## src/rtl/t_ff_counter.sv

```systemverilog
// t_ff_counter: WIDTH-bit register built from T-flip-flop toggle logic.
// Supports mod-MODULUS up/down counting, parallel load, a raw per-bit toggle
// mode, a registered terminal-count pulse and a sticky range-error flag.
// The next value is computed as a target state, then turned into a per-bit
// toggle vector that drives the bank of T flip-flops.
module t_ff_counter #(
    parameter int WIDTH   = 4,
    parameter int MODULUS = 16
) (
    input  logic             clk,
    input  logic             rst,
    input  logic             en,
    input  logic             load,
    input  logic [WIDTH-1:0] d,
    input  logic [1:0]       mode,
    input  logic [WIDTH-1:0] t,
    output logic [WIDTH-1:0] q,
    output logic [WIDTH-1:0] qbar,
    output logic             tc,
    output logic             err
);

    // Reject illegal moduli at elaboration time.
    if (MODULUS < 2 || MODULUS > (1 << WIDTH)) begin : g_bad_modulus
        $error("t_ff_counter: MODULUS %0d outside 2..2**WIDTH", MODULUS);
    end

    // One extra bit so MODULUS == 2**WIDTH is representable in compares.
    localparam logic [WIDTH:0]   MOD_EXT = (WIDTH + 1)'(MODULUS);
    localparam logic [WIDTH-1:0] MAX_VAL = WIDTH'(MODULUS - 1);

    localparam logic [1:0] MODE_HOLD = 2'b00;
    localparam logic [1:0] MODE_UP   = 2'b01;
    localparam logic [1:0] MODE_DOWN = 2'b10;
    localparam logic [1:0] MODE_TOG  = 2'b11;

    logic [WIDTH-1:0] nxt_q;
    logic [WIDTH-1:0] tog;
    logic [WIDTH-1:0] raw_v;
    logic             nxt_tc;
    logic             nxt_err;

    assign raw_v = q ^ t;

    // Next-state selection: load beats enabled counting, which beats hold.
    always_comb begin
        nxt_q   = q;
        nxt_tc  = 1'b0;
        nxt_err = err;
        if (load) begin
            if ({1'b0, d} < MOD_EXT) begin
                nxt_q = d;
            end else begin
                nxt_q   = MAX_VAL;
                nxt_err = 1'b1;
            end
        end else if (en) begin
            case (mode)
                MODE_UP: begin
                    if (q == MAX_VAL) begin
                        nxt_q  = '0;
                        nxt_tc = 1'b1;
                    end else begin
                        nxt_q = q + WIDTH'(1);
                    end
                end
                MODE_DOWN: begin
                    if (q == '0) begin
                        nxt_q  = MAX_VAL;
                        nxt_tc = 1'b1;
                    end else begin
                        nxt_q = q - WIDTH'(1);
                    end
                end
                MODE_TOG: begin
                    if ({1'b0, raw_v} < MOD_EXT) begin
                        nxt_q = raw_v;
                    end else begin
                        nxt_err = 1'b1;
                    end
                end
                MODE_HOLD: begin
                    nxt_q = q;
                end
                default: begin
                    nxt_q = q;
                end
            endcase
        end
    end

    // Bits that must flip to reach the target state feed the T inputs.
    assign tog = q ^ nxt_q;

    // T flip-flop bank plus registered tc and sticky err; async reset.
    always_ff @(posedge clk or posedge rst) begin
        if (rst) begin
            q   <= '0;
            tc  <= 1'b0;
            err <= 1'b0;
        end else begin
            q   <= q ^ tog;
            tc  <= nxt_tc;
            err <= nxt_err;
        end
    end

    assign qbar = ~q;

endmodule

```

## config.mk

```make
export PLATFORM = sky130hd
export DESIGN_NAME = t_ff_counter
export DESIGN_NICKNAME = d
export VERILOG_FILES = /design/src/rtl/t_ff_counter.sv
export SDC_FILE = /design/constraint.sdc
export NUM_CORES = 1
export LEC_CHECK = 0
export CORE_MARGIN = 3
export CORE_UTILIZATION = 30
export CTS_CLUSTER_SIZE = 28
export DETAILED_ROUTE_END_ITERATION = 10
export PLACE_DENSITY = 0.69
export SLEW_MARGIN = 20
export SYNTH_ARGS = -nofsm -noshare
export SYNTH_HDL_FRONTEND = slang
export SYNTH_SLANG_ARGS = --single-unit
```

## constraint.sdc

```tcl
create_clock -name clk -period 1.8 [get_ports clk]
set_input_delay 0.36 -clock clk [delete_from_list [all_inputs] [get_ports clk]]
set_output_delay 0.36 -clock clk [all_outputs]
set_load 0.02 [all_outputs]
```

==> impl_metrics.csv <==
group,metric,value,unit
cts,cts_root_buffer,"clkbuf_4",
grt,grt_pass1_vias,590,
cells_and_area,multi_input_area,400,um^2
critical_path,path_class,"reg2out",
timing,hold_violations,0,
job,maxCapViolCount,0,
pwr,total_power,0.513,mW
drt,final_antenna_net_count,0,
synthesis,synthTopCellsByCount,"inv_1 (8), a21oi_1 (7), ha_1 (7)",
synthesis,synth-seq-cells,5,
worst_hold_path,hold_path_class,"in2async",
cts,cts_max_path_buffers,2,
placement,place.gp.congestion,0.810,
drt,vias_per_cell,4.89,
critical_path,cp_max_fo,5,
timing,min_period,1.72,ns
synthesis,synth_cell_type_count,32,
drt,first_iter_violations,8,
status,status,"complete, no violations",
grt,track_usage,0.135,
cells_and_area,diodes,0,
synthesis,seq_area_frac_synth,0.216,
floorplan,fp.dieW,49.9,um
floorplan,die_h,49.9,um
cells_and_area,regArea,126,um^2
cts,clkTransAtPathRegs,0.04,ns
cells_and_area,fill_cells,173,
synthesis,yosys_warnings,0,
cts,cts_hold_buf,0,
critical_path,endpoint_kind,"output port",
synthesis,avgSynthCellArea,7.83,um^2
cells_and_area,layout-drive-gt1-share,0.144,
timing,fin_worst_skew,0.00127,ns
timing,rsz0062_at_grt,"true",
timing,fmax,580,MHz
pwr,p_leak,0.380,nW
synthesis,netlist_instances,74,
synthesis,syn_nets,95,
floorplan,core,1780,um^2
grt,antenna_found_initial,0,
drt,wl,1520,um
timing,setup_viol,0,
cells_and_area,nets,126,
floorplan,dieArea,2490,um^2
grt,overflow,0,
critical_path,arrival,1.36,ns
cells_and_area,finalCoreUtilization,0.502,
drt,dr_total_vias,631,
placement,numPortBuffers,22,
drt,avgRoutedWirePerCell,11.8,um
placement,dp_cells,125,
synthesis,synth_edf_count,0,
synthesis,async_reset_ff_frac,1.00,
pwr,ir_worst_vdd,0.000229,V
grt,grt_pass1_wl,2580,um
timing,finalCritPeriodShare,0.957,
critical_path,critPathLaunchType,"flip-flop",
synthesis,synth_area_leaders,"dfrtp_1 (22%), ha_1 (15%), a21oi_1 (6.0%), inv_1 (5.2%), o31ai_1 (3.9%)",
drt,firstDrtPassIters,4,
cts,cts_made_buffers,3,
critical_path,rrSetupSlack,0.19,ns
cts,clock_sinks,5,
cts,clk_latency,0.24,ns
floorplan,fp-row-count,15,
pwr,powerDensity,573,nW/um^2
timing,setup_ws,0.0765,ns
placement,dp_slack,-0.169,ns
synthesis,synth_area,579,um^2
synthesis,synthFlopType,"dfrtp_1",
cts,cts_tree,"yes",
synthesis,synth_top_area_frac,0.216,
critical_path,worst-endpoint-required,1.44,ns
timing,maxSlewViolCount,0,
synthesis,synth.most_common_cell,"inv_1",
placement,place_hpwl,1270,um
grt,grt_start_max_net_pins,12,
cells_and_area,instances_no_fill,129,
cts,cts.htree.levels,1,
floorplan,io_pins,24,
drt,drc,0,
cells_and_area,synthToLayoutAreaGrowth,54.6,%
synthesis,yosys.area.top_type,"dfrtp_1",
floorplan,start_util,0.325,
-- layer usage --
| layer | vias to the layer above | GRT usage | share of wire |
|---|---|---|---|
| li1 | 329 | - | - |
| met1 | 282 | 0.164 | 0.45 |
| met2 | 20 | 0.222 | 0.49 |
| met3 | 0 | 0.0363 | 0.059 |
| met4 | 0 | 0.0553 | 0 |
| met5 | - | 0 | 0 |
-- critical path: stages (launching register included) --
cell and delay (ns):
dfrtp_1 0.40, inv_2 0.11, clkdlybuf4s50_1 0.61
-- report_power, final --
part           switching (mW)  internal, mW
Sequential             0.0172         0.124
Clock                  0.0446        0.0837
Combinational           0.122         0.122
-- cell families after synthesis --
family,share of synthesized area
buf+inv,0.0972
compound gates,0.341
simple gates,0.173
xor+xnor,0.0151
flops,0.216
other cells,0.00647
fa+ha+maj,0.151
-- timing repair --
action                                  4_1_cts  5_1_grt
buffers inserted                              0        0
gates cloned                                  0        0
resized for setup                             2        2
endpoints found under the setup margin        2        2
-- metrics by stage --
| stage | hold slack [ns] | area [um^2] | TNS (ns) |
|---|---|---|---|
| finish | 0.320 | 896 | 0 |
| global route | 0.348 | 896 | -0.00818 |
| CTS | 0.323 | 893 | 0 |
| detailed placement | 0.589 | 870 | -0.693 |
| global placement | 0.569 | 870 | -0.472 |
| floorplan | 0.138 | 581 | 0 |
-- final cells by class --
| cell class | count | area share |
|---|---|---|
| multi-input combinational | 56 | 0.447 |
| timing repair buffer | 30 | 0.310 |
| sequential | 5 | 0.141 |
| inverter | 9 | 0.0377 |
| tap | 25 | 0.0349 |
| clock buffer | 4 | 0.0293 |
-- placed cells by master (no fill, tap or decap), types with 2 or more instances in the layout --
master,instances
a21oi_1,7
nor2_1,2
dfrtp_1,4
ha_1,6
o21ai_0,2
inv_1,8
o21ai_1,2
nor3_1,3
o31ai_1,3
clkdlybuf4s50_1,20
buf_4,8
nor2b_1,2
a31oi_1,3
nand2b_1,3
nand2_1,5
clkbuf_4,3
o21bai_1,2
dlygate4sd2_1,2
-- path summary, 6_finish.rpt --
check | from | end | depth (start not counted)
hold / removal | rst | q[2] | 2
max in group asynchronous | rst | q[0] | 2
hold reg to reg | q[0] | q[0] | 2
setup reg to reg | q[0] | q[3] | 6
min in group clk | d[1] | q[1] | 3
setup / recovery | q[3] | qbar[3] | 2
-- registers in the layout, indices dropped and copies added (netlist names) --
| register | count |
|---|---|
| tc | 1 |
| q | 4 |
Note: power is estimated with default switching activity, not from simulation.
